==> src/rtl/sipo_pkg.sv <==
// ---------------------------------------------------------------------------
// sipo_pkg
// Shared types and constants for the serial receive path. Both the receive
// controller and the transmit controller use this package, so both ends of
// the link agree on the frame width and on the bit-order encoding.
//
// Contents:
//   SIPO_WIDTH      default frame / parallel word width
//   MODE_MSB_FIRST  mode_select value for MSB-first frames
//   MODE_LSB_FIRST  mode_select value for LSB-first frames
//   rx_state_t      receive FSM states (IDLE, RECV)
// ---------------------------------------------------------------------------
package sipo_pkg;

    localparam int   SIPO_WIDTH     = 8;
    localparam logic MODE_MSB_FIRST = 1'b0;
    localparam logic MODE_LSB_FIRST = 1'b1;

    typedef enum logic [0:0] {
        IDLE = 1'b0,
        RECV = 1'b1
    } rx_state_t;

endpackage : sipo_pkg

==> src/rtl/sipo_shift_reg.sv <==
// ---------------------------------------------------------------------------
// sipo_shift_reg
// Direction-selectable serial-in shift register used to assemble a frame.
//
// Ports:
//   clk    system clock, rising edge
//   rst_n  synchronous active-low reset, clears q
//   clr    synchronous clear (frame restart), has priority over en
//   en     shift enable; din is taken in on cycles where it is 1
//   dir    MODE_MSB_FIRST: shift left, din into bit 0
//          MODE_LSB_FIRST: shift right, din into bit WIDTH-1
//   din    serial data bit
//   q      current register contents
// ---------------------------------------------------------------------------
module sipo_shift_reg
    import sipo_pkg::*;
#(
    parameter int WIDTH = SIPO_WIDTH
) (
    input  logic             clk,
    input  logic             rst_n,
    input  logic             clr,
    input  logic             en,
    input  logic             dir,
    input  logic             din,
    output logic [WIDTH-1:0] q
);

    logic [WIDTH-1:0] r_q;

    // Shift register: clear on reset or restart, otherwise shift when enabled.
    always_ff @(posedge clk) begin
        if (!rst_n) begin
            r_q <= '0;
        end else if (clr) begin
            r_q <= '0;
        end else if (en) begin
            if (dir == MODE_LSB_FIRST) begin
                r_q <= {din, r_q[WIDTH-1:1]};
            end else begin
                r_q <= {r_q[WIDTH-2:0], din};
            end
        end else begin
            r_q <= r_q;
        end
    end

    assign q = r_q;

endmodule : sipo_shift_reg

==> src/rtl/sipo_rx_ctrl.sv <==
// ---------------------------------------------------------------------------
// sipo_rx_ctrl
// Receive-side controller for the PISO serial link. A start strobe opens a
// frame, each shift_in strobe captures one din bit, and after WIDTH bits the
// assembled word is moved to a separate output register and offered on a
// valid/ready interface. Framing (start mid-frame) and overrun (completed
// word dropped because the previous one is still pending) are flagged on
// sticky error outputs that clear on clr_err.
//
// Ports:
//   clk          system clock, rising edge
//   rst_n        synchronous active-low reset
//   start        frame start strobe
//   mode_select  bit order, latched on start (0 MSB-first, 1 LSB-first)
//   shift_in     bit-valid strobe
//   din          serial data bit
//   data_ready   consumer accepts data_out while data_valid=1
//   clr_err      clears overrun_err / frame_err (a same-cycle error wins)
//   data_out     assembled word, stable while data_valid=1
//   data_valid   a word is pending
//   busy         frame in progress
//   overrun_err  sticky: a completed word was dropped
//   frame_err    sticky: start arrived with a partial frame in progress
// ---------------------------------------------------------------------------
module sipo_rx_ctrl
    import sipo_pkg::*;
#(
    parameter int WIDTH = SIPO_WIDTH
) (
    input  logic             clk,
    input  logic             rst_n,
    input  logic             start,
    input  logic             mode_select,
    input  logic             shift_in,
    input  logic             din,
    input  logic             data_ready,
    input  logic             clr_err,
    output logic [WIDTH-1:0] data_out,
    output logic             data_valid,
    output logic             busy,
    output logic             overrun_err,
    output logic             frame_err
);

    localparam int CNT_W = $clog2(WIDTH + 1);

    rx_state_t        r_state;
    rx_state_t        w_state_nxt;
    logic [CNT_W-1:0] r_bit_cnt;
    logic             r_mode;
    logic [WIDTH-1:0] w_q;
    logic [WIDTH-1:0] w_word;
    logic             w_cap;
    logic             w_done;
    logic             w_frame_evt;
    logic             w_overrun_evt;
    logic             w_load;
    logic [WIDTH-1:0] r_data_out;
    logic             r_data_valid;
    logic             r_overrun_err;
    logic             r_frame_err;

    // start has priority over shift_in, so a bit strobed with start is lost.
    assign w_cap         = (r_state == RECV) && shift_in && !start;
    assign w_done        = w_cap && (r_bit_cnt == CNT_W'(WIDTH - 1));
    assign w_frame_evt   = (r_state == RECV) && start && (r_bit_cnt != '0);
    assign w_overrun_evt = w_done && r_data_valid && !data_ready;
    assign w_load        = w_done && (!r_data_valid || data_ready);

    // The shift register only holds WIDTH-1 bits at completion; the last bit
    // is merged here so the full word lands in the output register on the
    // same edge that captures it.
    assign w_word = (r_mode == MODE_LSB_FIRST) ? {din, w_q[WIDTH-1:1]}
                                               : {w_q[WIDTH-2:0], din};

    sipo_shift_reg #(
        .WIDTH (WIDTH)
    ) u_shift_reg (
        .clk   (clk),
        .rst_n (rst_n),
        .clr   (start),
        .en    (w_cap),
        .dir   (r_mode),
        .din   (din),
        .q     (w_q)
    );

    // FSM state register.
    always_ff @(posedge clk) begin
        if (!rst_n) begin
            r_state <= IDLE;
        end else begin
            r_state <= w_state_nxt;
        end
    end

    // FSM next-state logic.
    always_comb begin
        w_state_nxt = r_state;
        case (r_state)
            IDLE: begin
                if (start) begin
                    w_state_nxt = RECV;
                end else begin
                    w_state_nxt = IDLE;
                end
            end
            RECV: begin
                if (start) begin
                    w_state_nxt = RECV;
                end else if (w_done) begin
                    w_state_nxt = IDLE;
                end else begin
                    w_state_nxt = RECV;
                end
            end
            default: begin
                w_state_nxt = IDLE;
            end
        endcase
    end

    // FSM output decode.
    always_comb begin
        busy = 1'b0;
        case (r_state)
            IDLE:    busy = 1'b0;
            RECV:    busy = 1'b1;
            default: busy = 1'b0;
        endcase
    end

    // Bit counter and latched bit order; start (re)opens a frame.
    always_ff @(posedge clk) begin
        if (!rst_n) begin
            r_bit_cnt <= '0;
            r_mode    <= MODE_MSB_FIRST;
        end else if (start) begin
            r_bit_cnt <= '0;
            r_mode    <= mode_select;
        end else if (w_cap) begin
            r_bit_cnt <= w_done ? '0 : (r_bit_cnt + CNT_W'(1));
            r_mode    <= r_mode;
        end else begin
            r_bit_cnt <= r_bit_cnt;
            r_mode    <= r_mode;
        end
    end

    // Output word register and valid/ready handshake.
    always_ff @(posedge clk) begin
        if (!rst_n) begin
            r_data_out   <= '0;
            r_data_valid <= 1'b0;
        end else if (w_load) begin
            r_data_out   <= w_word;
            r_data_valid <= 1'b1;
        end else if (r_data_valid && data_ready) begin
            r_data_out   <= r_data_out;
            r_data_valid <= 1'b0;
        end else begin
            r_data_out   <= r_data_out;
            r_data_valid <= r_data_valid;
        end
    end

    // Sticky error flags; an event in the clr_err cycle keeps the flag set.
    always_ff @(posedge clk) begin
        if (!rst_n) begin
            r_overrun_err <= 1'b0;
            r_frame_err   <= 1'b0;
        end else begin
            if (w_overrun_evt) begin
                r_overrun_err <= 1'b1;
            end else if (clr_err) begin
                r_overrun_err <= 1'b0;
            end else begin
                r_overrun_err <= r_overrun_err;
            end
            if (w_frame_evt) begin
                r_frame_err <= 1'b1;
            end else if (clr_err) begin
                r_frame_err <= 1'b0;
            end else begin
                r_frame_err <= r_frame_err;
            end
        end
    end

    assign data_out    = r_data_out;
    assign data_valid  = r_data_valid;
    assign overrun_err = r_overrun_err;
    assign frame_err   = r_frame_err;

endmodule : sipo_rx_ctrl
==> config.mk <==
export PLATFORM = sky130hd
export DESIGN_NAME = sipo_rx_ctrl
export DESIGN_NICKNAME = d
export VERILOG_FILES = /design/src/rtl/sipo_pkg.sv /design/src/rtl/sipo_shift_reg.sv /design/src/rtl/sipo_rx_ctrl.sv
export SDC_FILE = /design/constraint.sdc
export NUM_CORES = 1
export LEC_CHECK = 0
export ABC_AREA = 1
export BUFFER_PORTS_ARGS = -buffer_cell sky130_fd_sc_hd__buf_4
export CAP_MARGIN = 20
export CELL_PAD_IN_SITES_DETAIL_PLACEMENT = 1
export CELL_PAD_IN_SITES_GLOBAL_PLACEMENT = 1
export CORE_MARGIN = 1
export CORE_UTILIZATION = 40
export DETAILED_ROUTE_END_ITERATION = 16
export HOLD_SLACK_MARGIN = 0.12
export MAX_ROUTING_LAYER = met4
export PLACE_DENSITY_LB_ADDON = 0.1
export SLEW_MARGIN = 10
export SYNTH_ARGS = -nofsm -noshare
export SYNTH_HDL_FRONTEND = slang
export SYNTH_SLANG_ARGS = --single-unit
==> constraint.sdc <==
create_clock -name clk -period 3.72 [get_ports clk]
set_input_delay 0 -clock clk [delete_from_list [all_inputs] [get_ports clk]]
set_output_delay 0 -clock clk [all_outputs]
set_load 0.02 [all_outputs]
==> results of run 1 <==
metrics by stage:
stage | total power, uW | setup slack [ns]
after floorplan | 309 | 2.55
after global placement | 323 | 2.43
after detailed placement | 324 | 2.37
after CTS | 464 | 1.88
after global routing | 476 | 1.76
final | 461 | 1.86
worst max-delay path by stage:
stage | end | slack, ns | cells past startpoint
3_3_place_gp | data_out[1]$_SDFFE_PN0P_ | 2.43 | 7
5_1_grt | r_bit_cnt[2]$_SDFFE_PP0P_ | 1.76 | 5
6_report | r_bit_cnt[2]$_SDFFE_PP0P_ | 1.86 | 5
4_1_cts | r_bit_cnt[2]$_SDFFE_PP0P_ | 1.88 | 5
2_1_floorplan | data_out[1]$_SDFFE_PN0P_ | 2.55 | 7
3_5_place_dp | data_out[1]$_SDFFE_PN0P_ | 2.37 | 7
layer usage:
metal / up-vias / global-route usage
li1: 572 / -
met1: 530 / 0.243
met2: 13 / 0.379
met3: 5 / 0.0207
met4: 0 / 0.0941
met5: - / -
logic make-up (layout without fill, tap and decap cells):
logic type,count (synthesis),count (layout),share of synthesized area
simple gates,66,66,0.276
flops,25,25,0.418
buf+inv,41,68,0.137
fa+ha+maj,2,2,0.0209
compound gates,35,35,0.149
layout make-up:
| class | instances | area (um2) | area share |
|---|---|---|---|
| sequential | 25 | 500 | 0.339 |
| clock inverter | 1 | 7.51 | 0.00508 |
| clock buffer | 3 | 22.5 | 0.0152 |
| multi-input combinational | 103 | 534 | 0.362 |
| timing repair buffer | 29 | 243 | 0.164 |
| inverter | 35 | 131 | 0.0889 |
| tap | 31 | 38.8 | 0.0262 |
synthesized netlist by cell type (2+ instances only):
library cell and n:
nand3_4 2, nand2_2 3, nand3_1 12, a21oi_1 13, buf_1 2, nor2_1 13, ha_1 2, o21ai_0 20
nand2_1 32, dfxtp_1 25, inv_1 35
tightest hold or removal path, delay by kind of cell:
| family | cells | cell delay, ns |
|---|---|---|
| buffers and inverters | 2 | 0.11 |
| AO/OA/AOI/OAI | 1 | 0.14 |
| AND/OR/NAND/NOR | 1 | 0.31 |
power by group through the flow:
| stage | Sequential, uW | Combinational, uW | Clock [uW] |
|---|---|---|---|
| 3_5_place_dp | 284 | 40.0 | 0 |
| 2_1_floorplan | 282 | 27.2 | 0 |
| 4_1_cts | 279 | 47.8 | 137 |
| 5_1_grt | 280 | 53.9 | 143 |
| 6_report | 279 | 48.6 | 134 |
| 3_3_place_gp | 284 | 38.5 | 0 |
sequential cells by signal (all words and copies together) (netlist names):
signal         count
r_state            1
r_mode             1
overrun_err        1
data_out           8
r_bit_cnt          4
frame_err          1
u_shift_reg.q      8
data_valid         1
placed cells by master, fill, tap and decap left out:
master	instances
clkbuf_4	3
nand3_4	2
nor2_4	1
nor2_1	13
o21ai_0	20
clkinvlp_4	1
dfxtp_1	25
nand3_2	1
ha_1	2
buf_4	19
nor2_8	1
a21oi_1	13
nand2_1	32
nand3_1	12
a21oi_2	1
dlygate4sd3_1	10
o21ai_1	1
nor2_2	1
nand2_2	3
inv_1	35
==> metrics.md, run 1 <==
| Metric | Value |
|---|---|
| Placed insts | `213` |
| Rows | `19` |
| Least-Margin Pin Slew | `0.658 ns` |
| Fin crit share | `0.499` |
| Synthesis-stage register bit count | `25` |
| Hold path start | `data_ready` |
| Crit-path max FO | `8` |
| Wire length per cell | `13.2 um` |
| CTS Root Cell | `clkbuf_4` |
| Global-route wire length before repair | `5110 um` |
| Crit-path cells | `nand2_2, nor2_4, dlygate4sd3_1, nand2_2, a21oi_2` |
| EDFF count, synth | `0` |
| Syn nets | `179` |
| DR top layer | `met4` |
| Hold_buf cts | `10` |
| Post-Synthesis Cells | `169` |
| Final #Nets | `207` |
| Synth warnings | `0` |
| Power per cell area | `312 mW/mm2` |
| Worst setup EP type | `flop` |
| Worst Path Arrival | `2.15 ns` |
| Total global routing overflow | `0` |
| NetSw | `127 uW` |
| Mean area per synthesized cell | `7.09 um2` |
| Util after Layout | `0.527` |
| Via Count | `1120` |
| Design area | `0.00148 mm2` |
| Drt first pass iters | `10` |
| Initial DRC count | `35` |
| RSZ-0062 raised after global routing | `no` |
| Netlist cell types | `21` |
| Htree depth | `1` |
| Area leader, netlist | `dfxtp_1` |
| Critical path's most frequent cell | `nand2_2` |
| Synth Cell Area | `0.00120 mm2` |
| Sequential area share after synthesis | `0.418` |
| Fillers | `382` |
| Setup TNS | `0 ns` |
| Via density per instance | `4.93` |
| PostCTS Resize Cnt | `0` |
| Starting density of the core | `0.427` |
| Pleak | `0.000674 uW` |
| Worst Hold Depth | `4` |
| Worst reg2reg path depth | `5` |
| Worst hold margin | `0.242 ns` |
| Hpwl dp | `2110 um` |
| Sw frac | `0.275` |
| Crit-path leading delay family | `buffers and inverters` |
| Logic pwr share | `0.105` |
| Die ar. | `0.00322 mm2` |
| CTS Sinks | `25` |
| Ys async rst share | `0` |
| Clock skew | `0.00463 ns` |
| Worst path slowest cell | `dlygate4sd3_1` |
| CTS tree | `yes` |
| Max Cap Viol | `0` |
| Met3 routed WL | `68 um` |
| Final WL | `3000 um` |
| R2r endpoint | `r_bit_cnt[2]$_SDFFE_PP0P_` |
| Status | `finished with violations` |
| Critical path type | `flop to flop` |
| I/O pin count | `20` |
| Worst relative slew slack | `0.560` |
| Pin count of the biggest net entering global routing | `18` |
| Core Box Area | `0.00281 mm2` |
| Final hold vios | `0` |
| Post-DRT Antenna Nets | `0` |
| Fmax | `0.539 GHz` |
| Global Route Usage Sum | `0.214` |
| Vias in the first global route | `1149` |
| Height of the die | `56.7 um` |
| Tmin final | `1.86 ns` |
| Worst Hold Class | `primary input to flop` |
| Seq pwr share | `0.604` |
| Dominant cells by area after synthesis | `dfxtp_1 (42%), inv_1 (11%), nand2_1 (10%)` |
| Remaining DRCs | `2` |
| Failing checks | `design-rule violations` |
| Largest buffer count on any clock path | `2` |
| Clk slew on worst S/H paths | `0.15 ns` |
| Finished Layout Cells | `227` |
| Routability congestion estimate | `0.750` |
| Min-Delay Endpoint | `data_valid$_SDFFE_PN0P_` |
| Met2 WL post-DR | `1530 um` |
| CP Launch Point | `r_state$_SDFF_PN0_` |
| Req. time, crit path | `4.01 ns` |
| R2R setup slack | `1.86 ns` |
| Worst r2r src | `r_state$_SDFF_PN0_` |
| Dpl cell area | `0.00135 mm2` |
| Internal power | `335 uW` |
| Clock power frac | `0.291` |
| Startpoint Class | `flop` |
| Ys flop type | `dfxtp_1` |
| Clock Latency Late Sink | `0.34 ns` |
| Worst vdd ir | `0.143 mV` |
| Fin. max-slew vios | `0` |
| Initial antenna violation count | `0` |
| Die Span X | `56.7 um` |
| # setup viols final | `0` |
| Postcts setup bufs | `0` |
| P&R area growth vs syn | `23.3%` |
| # port buffers | `19` |
| CTS buffer count | `3` |
| Worst stage delay on the critical path | `0.77 ns` |
| Top cell type's share of synthesized area | `0.418` |
| ANT cells | `0` |
| Layout cells sized above 1 | `0.168` |
| M1 WL | `1330 um` |
| CP Buf/Inv Count | `1` |
Note: power is estimated with default switching activity, not from simulation.
==> run 2, diff against run 1 <==
--- a/config.mk
+++ b/config.mk
@@ -5,13 +5,13 @@
 export SDC_FILE = /design/constraint.sdc
 export NUM_CORES = 1
 export LEC_CHECK = 0
-export ABC_AREA = 1
+export ABC_AREA = 0
 export BUFFER_PORTS_ARGS = -buffer_cell sky130_fd_sc_hd__buf_4
 export CAP_MARGIN = 20
 export CELL_PAD_IN_SITES_DETAIL_PLACEMENT = 1
 export CELL_PAD_IN_SITES_GLOBAL_PLACEMENT = 1
 export CORE_MARGIN = 1
-export CORE_UTILIZATION = 40
+export CORE_UTILIZATION = 36
 export DETAILED_ROUTE_END_ITERATION = 16
 export HOLD_SLACK_MARGIN = 0.12
 export MAX_ROUTING_LAYER = met4
==> constraint.sdc (replaced) <==
create_clock -name clk -period 1.6 [get_ports clk]
set_input_delay 0 -clock clk [delete_from_list [all_inputs] [get_ports clk]]
set_output_delay 0 -clock clk [all_outputs]
set_load 0.02 [all_outputs]
==> metrics.md, run 2 <==
| Metric | Value |
|---|---|
| Most common cell after layout, fill and taps aside | `buf_4 (was inv_1)` |
| CTS Sinks | `25 (unchanged)` |
| Die ar. | `0.00328 mm2 (was 0.00322 mm2)` |
| Fmax | `0.658 GHz (was 0.539 GHz)` |
| Pleak | `0.000618 uW (was 0.000674 uW)` |
| # setup viols final | `0 (unchanged)` |
| Hpwl dp | `1770 um (was 2110 um)` |
| Starting density of the core | `0.389 (was 0.427)` |
| Drt first pass iters | `12 (was 10)` |
| Height of the die | `57.3 um (was 56.7 um)` |
| Worst relative slew slack | `0.684 (was 0.560)` |
| Initial antenna violation count | `0 (unchanged)` |
| # port buffers | `19 (unchanged)` |
| Synth Cell Area | `0.00110 mm2 (was 0.00120 mm2)` |
| CTS buffer count | `3 (unchanged)` |
| Setup TNS | `0 ns (unchanged)` |
| Max Cap Viol | `0 (unchanged)` |
| Top cell type's share of synthesized area | `0.455 (was 0.418)` |
| Largest buffer count on any clock path | `2 (unchanged)` |
| Most frequent cells in the layout | `buf_4 (27), dfxtp_1 (22), nor2_1 (17), nand2_1 (16) (was inv_1 (35), nand2_1 (32), dfxtp_1 (25), o21ai_0 (20), buf_4 (19))` |
| Least-Margin Pin Slew | `0.474 ns (was 0.658 ns)` |
| I/O pin count | `20 (unchanged)` |
| Req. time, crit path | `1.84 ns (was 4.01 ns)` |
| Worst Hold Class | `flop to flop (was primary input to flop)` |
| Routability congestion estimate | `0.695 (was 0.750)` |
| CTS Root Cell | `clkbuf_4 (unchanged)` |
| RSZ-0062 raised after global routing | `no (unchanged)` |
| EDFF count, synth | `0 (unchanged)` |
| Util after Layout | `0.513 (was 0.527)` |
| Met2 Track Usage GR | `0.247 (was 0.379)` |
| Sequential area share after synthesis | `0.455 (was 0.418)` |
| Layout cells sized above 1 | `0.299 (was 0.168)` |
| Worst setup EP type | `flop (unchanged)` |
| Fillers | `331 (was 382)` |
| Ys async rst share | `0 (unchanged)` |
| Rows | `19 (unchanged)` |
| Dominant cells by area after synthesis | `dfxtp_1 (45%), mux2i_1 (8.2%), mux2_2 (6.1%) (was dfxtp_1 (42%), inv_1 (11%), nand2_1 (10%))` |
| Via Count | `921 (was 1120)` |
| Final total power | `1050 uW (was 461 uW)` |
| Most Crowded Layer GR | `met1 (was met2)` |
| Syn nets | `130 (was 179)` |
| Wire length per cell | `13.6 um (was 13.2 um)` |
| Power per cell area | `725 mW/mm2 (was 312 mW/mm2)` |
| Final WL | `2520 um (was 3000 um)` |
| Critical path type | `flop to flop (unchanged)` |
| Global Route Usage Sum | `0.177 (was 0.214)` |
| Count leader, synth | `dfxtp_1 (was inv_1)` |
| Via density per instance | `4.98 (was 4.93)` |
| Clock skew | `0.00284 ns (was 0.00463 ns)` |
| Worst vdd ir | `0.315 mV (was 0.143 mV)` |
| Mean area per synthesized cell | `9.18 um2 (was 7.09 um2)` |
| Status | `finished with violations (unchanged)` |
| Fin. max-slew vios | `0 (unchanged)` |
| Clk slew on worst S/H paths | `0.14 ns (was 0.15 ns)` |
| Htree depth | `1 (unchanged)` |
| ANT cells | `0 (unchanged)` |
| Worst Path Arrival | `1.75 ns (was 2.15 ns)` |
| Top cells by instance count after synthesis | `dfxtp_1 (25), nor2_1 (17), nand2_1 (16) (was inv_1 (35), nand2_1 (32), dfxtp_1 (25))` |
| Area leader, netlist | `dfxtp_1 (unchanged)` |
| Netlist cell types | `25 (was 21)` |
| Post-Synthesis Cells | `120 (was 169)` |
| Post-DRT Antenna Nets | `0 (unchanged)` |
| Die Span X | `57.3 um (was 56.7 um)` |
| M1 GR Usage | `0.258 (was 0.243)` |
| Startpoint Class | `flop (unchanged)` |
| Global-route wire length before repair | `4270 um (was 5110 um)` |
| Synth warnings | `0 (unchanged)` |
| Fin crit share | `0.949 (was 0.499)` |
| Final #Nets | `165 (was 207)` |
| Remaining DRCs | `4 (was 2)` |
| Pin count of the biggest net entering global routing | `24 (was 18)` |
| Failing checks | `design-rule violations (unchanged)` |
| Crit-path max FO | `4 (was 8)` |
| Synthesis-stage register bit count | `25 (unchanged)` |
| Clock Latency Late Sink | `0.33 ns (was 0.34 ns)` |
| Total global routing overflow | `0 (unchanged)` |
| Core Box Area | `0.00283 mm2 (was 0.00281 mm2)` |
| Initial DRC count | `22 (was 35)` |
| CTS tree | `yes (unchanged)` |
| Vias in the first global route | `924 (was 1149)` |
| Tmin final | `1.52 ns (was 1.86 ns)` |
| P&R area growth vs syn | `31.9% (was 23.3%)` |
| Final hold vios | `0 (unchanged)` |
| Ys flop type | `dfxtp_1 (unchanged)` |
| Met3 usage | `0.0272 (was 0.0207)` |
==> run 2: cell count changes after synthesis, sizes merged, moves of 5 or more <==
cell,change
inv,-33
nand2,-19
o21ai,-19
nand3,-14
a21oi,-11
mux2i,+9
mux2,+8
nor3,+8
nor2b,+5
==> run 2: repair_timing <==
action	in CTS	in global routing
buffers inserted	0	0
setup endpoints to repair	0	7
gates resized for setup	0	1
hold buffers	9	0
endpoints found under the hold margin	14	0
==> run 2: metrics by stage <==
stage	setup WS, ns	hold WS (ns)	cells	cell area (um2)
final	0.0810	0.467	185	1450
after global routing	0.0384	0.495	185	1450
after CTS	0.00634	0.474	185	1450
after detailed placement	0.0132	0.291	172	1330
after global placement	0.0559	0.274	172	1330
after floorplan	0.00259	0.167	120	1120
==> run 2: logic make-up after synthesis <==
logic type      Yosys count  share of synthesized area
xor+xnor                  2                     0.0159
simple gates             56                      0.244
mux                      17                      0.170
compound gates           10                     0.0579
buf+inv                   8                     0.0341
flops                    25                      0.455
fa+ha+maj                 2                     0.0227
==> run 2: worst paths after layout <==
path                              from                  endpoint  slack [ns]  depth (start not counted)
max          r_bit_cnt[1]$_SDFFE_PP0P_  data_out[0]$_SDFFE_PN0P_        0.08                          4
min reg2reg   data_out[4]$_SDFFE_PN0P_  data_out[4]$_SDFFE_PN0P_        0.47                          2
max reg2reg  r_bit_cnt[1]$_SDFFE_PP0P_  data_out[0]$_SDFFE_PN0P_        0.08                          4
min           data_out[4]$_SDFFE_PN0P_  data_out[4]$_SDFFE_PN0P_        0.47                          2
==> run 2: where the power goes <==
group          total [uW]  leakage, uW  internal [uW]  switching, uW
combinational         108     0.000401           56.9           51.3
sequential            645     0.000204            633           12.1
clock                 299    0.0000139           95.8            204
total                1050     0.000618            786            267
==> run 2: worst max-delay path: stages, from the launching register on <==
cell     delay (ns)
dfxtp_2        0.39
ha_4           0.14
nand3_2        0.06
or4_4          0.53
mux2_4         0.31
==> run 2: area by class of cell <==
cell class              instances  area [um2]  area share
inverters                       2        7.51     0.00517
flip-flops and latches         25         504       0.347
clock buffers                   3        22.5      0.0155
repair buffers                 36         293       0.202
multi-input cells              87         579       0.399
clock inverters                 1        7.51     0.00517
well taps                      31        38.8      0.0267
==> run 2: routing by layer <==
metal	vias to the layer above	wire, um
li1	470	-
met1	432	1330
met2	15	1090
met3	4	65
met4	0	32
met5	-	0
==> run 3, diff against run 2 <==
--- a/config.mk
+++ b/config.mk
@@ -16,6 +16,7 @@
 export HOLD_SLACK_MARGIN = 0.12
 export MAX_ROUTING_LAYER = met4
 export PLACE_DENSITY_LB_ADDON = 0.1
+export REMOVE_ABC_BUFFERS = 1
 export SLEW_MARGIN = 10
 export SYNTH_ARGS = -nofsm -noshare
 export SYNTH_HDL_FRONTEND = slang
==> metrics.md, run 3 (synthesis gave the netlist of run 2 again) <==
| Metric | Value |
|---|---|
| Clock Latency Late Sink | `0.33 ns (about the same)` |
| R2r endpoint | `data_out[1]$_SDFFE_PN0P_ (was data_out[0]$_SDFFE_PN0P_)` |
| Failing checks | `design-rule violations (unchanged)` |
| Worst path slowest cell | `or4_4 (unchanged)` |
| Starting density of the core | `0.389 (unchanged)` |
| Worst relative slew slack | `0.659 (was 0.684)` |
| Initial DRC count | `15 (was 22)` |
| Height of the die | `57.3 um (unchanged)` |
| Final hold vios | `0 (unchanged)` |
| Most common cell after layout, fill and taps aside | `buf_4 (unchanged)` |
| Layout cells sized above 1 | `0.299 (unchanged)` |
| Pin count of the biggest net entering global routing | `24 (unchanged)` |
| Final #Nets | `165 (unchanged)` |
| Worst Path Arrival | `1.78 ns (was 1.75 ns)` |
| # port buffers | `19 (unchanged)` |
| Clk slew on worst S/H paths | `0.14 ns (about the same)` |
| Drt first pass iters | `9 (was 12)` |
| Routability congestion estimate | `0.770 (was 0.695)` |
| Worst hold margin | `0.472 ns (was 0.467 ns)` |
| RSZ-0062 raised after global routing | `no (unchanged)` |
| Pre-CTS setup slack | `-0.0572 ns (was 0.0132 ns)` |
| Critical path type | `flop to flop (unchanged)` |
| CTS tree | `yes (unchanged)` |
| Global Route Usage Sum | `0.195 (was 0.177)` |
| Core Box Area | `0.00283 mm2 (unchanged)` |
| Setup TNS | `0 ns (unchanged)` |
| Critical Path Sink | `data_out[1]$_SDFFE_PN0P_ (was data_out[0]$_SDFFE_PN0P_)` |
| Via Count | `947 (was 921)` |
| Fin. max-slew vios | `0 (unchanged)` |
| Req. time, crit path | `1.84 ns (about the same)` |
| Crit-path cells | `ha_1, nand3_2, or4_4, mux2_4 (was ha_4, nand3_2, or4_4, mux2_4)` |
| Initial antenna violation count | `0 (unchanged)` |
| R2R setup slack | `0.06 ns (was 0.08 ns)` |
| Placed insts | `172 (unchanged)` |
| Largest buffer count on any clock path | `2 (unchanged)` |
| Tmin final | `1.54 ns (was 1.52 ns)` |
| Worst reg2reg path depth | `4 (unchanged)` |
| I/O pin count | `20 (unchanged)` |
| Htree depth | `1 (unchanged)` |
| Worst vdd ir | `0.835 mV (was 0.315 mV)` |
| Clock skew | `0.00363 ns (was 0.00284 ns)` |
| Fmax | `0.647 GHz (was 0.658 GHz)` |
| Worst setup EP type | `flop (unchanged)` |
| Final WL | `2740 um (was 2520 um)` |
| Fin crit share | `0.965 (was 0.949)` |
| CP Launch Point | `r_bit_cnt[0]$_SDFFE_PP0P_ (was r_bit_cnt[1]$_SDFFE_PP0P_)` |
| ANT cells | `0 (unchanged)` |
| Rows | `19 (unchanged)` |
| # setup viols final | `0 (unchanged)` |
| P&R area growth vs syn | `31.0% (was 31.9%)` |
| Post-DRT Antenna Nets | `0 (unchanged)` |
| Crit-path max FO | `3 (was 4)` |
| Vias in the first global route | `962 (was 924)` |
| CTS buffer count | `3 (unchanged)` |
| Max Cap Viol | `0 (unchanged)` |
| Worst Hold Class | `flop to flop (unchanged)` |
| Pleak | `0.000627 uW (was 0.000618 uW)` |
| Status | `finished with violations (unchanged)` |
| Worst stage delay on the critical path | `0.52 ns (was 0.53 ns)` |
| Hpwl dp | `1900 um (was 1770 um)` |
| Die ar. | `0.00328 mm2 (unchanged)` |
| Least-Margin Pin Slew | `0.512 ns (was 0.474 ns)` |
| Global-route wire length before repair | `4620 um (was 4270 um)` |
| PnR worst setup slack | `0.0554 ns (was 0.0810 ns)` |
| Power per cell area | `727 mW/mm2 (was 725 mW/mm2)` |
| CTS Sinks | `25 (unchanged)` |
| Postcts setup bufs | `0 (unchanged)` |
| Wire length per cell | `14.8 um (was 13.6 um)` |
| Worst r2r src | `r_bit_cnt[0]$_SDFFE_PP0P_ (was r_bit_cnt[1]$_SDFFE_PP0P_)` |
| Startpoint Class | `flop (unchanged)` |
| Total global routing overflow | `0 (unchanged)` |
| Via density per instance | `5.12 (was 4.98)` |
| CTS Root Cell | `clkbuf_4 (unchanged)` |
| Die Span X | `57.3 um (unchanged)` |
| Remaining DRCs | `2 (was 4)` |
| Finished Layout Cells | `185 (unchanged)` |
| Most frequent cells in the layout | `buf_4 (26), dfxtp_1 (23), nor2_1 (17), nand2_1 (16) (was buf_4 (27), dfxtp_1 (22), nor2_1 (17), nand2_1 (16))` |
## run 3: per-layer routing
layer	share of wire	track usage
met3	0.026	0.0476
met1	0.49	0.249
met2	0.47	0.306
met4	0.014	0.0627
met5	0	-
## run 3: through the flow
stage | util | instance area, um2 | power, uW
finish | 0.510 | 1440 | 1050
global route | 0.510 | 1440 | 1100
CTS | 0.511 | 1450 | 1050
detailed placement | 0.464 | 1310 | 751
global placement | 0.464 | 1310 | 748
floorplan | - | 1070 | 703
## run 3: final cells by class
| class | count | area (um2) |
|---|---|---|
| fillers | 345 | 1390 |
| multi-input cells | 87 | 569 |
| flip-flops and latches | 25 | 503 |
| repair buffers | 36 | 297 |
| well taps | 31 | 38.8 |
| clock buffers | 3 | 22.5 |
| inverters | 2 | 7.51 |
| clock inverters | 1 | 5.00 |
## run 3: power breakdown
| part | switching (uW) | internal [uW] |
|---|---|---|
| Sequential | 10.8 | 633 |
| Clock | 197 | 94.0 |
| Combinational | 55.3 | 59.2 |
| Total | 263 | 786 |
## run 3: what timing repair did
action                                  CTS  global route
hold endpoints to repair                 13             0
pin swaps                                 0             2
endpoints found under the setup margin    8             9
gates resized for setup                   2             4
hold buffers                             10             0
## run 3: worst max-delay path: cells and delay by family, from the launching register on
family / cells / cell delay, ns
flops: 1 / 0.36
fa+ha+maj: 1 / 0.18
mux: 1 / 0.31
simple gates: 2 / 0.61
## run 3: worst min path at each step
stage / start / endpoint / depth (start not counted)
final: data_out[2]$_SDFFE_PN0P_ / data_out[2]$_SDFFE_PN0P_ / 2
after global routing: data_out[2]$_SDFFE_PN0P_ / data_out[2]$_SDFFE_PN0P_ / 2
after floorplan: rst_n / frame_err$_SDFFE_PN0P_ / 1
after detailed placement: mode_select / r_mode$_SDFFE_PN0P_ / 3
after CTS: data_out[2]$_SDFFE_PN0P_ / data_out[2]$_SDFFE_PN0P_ / 2
after global placement: mode_select / r_mode$_SDFFE_PN0P_ / 3
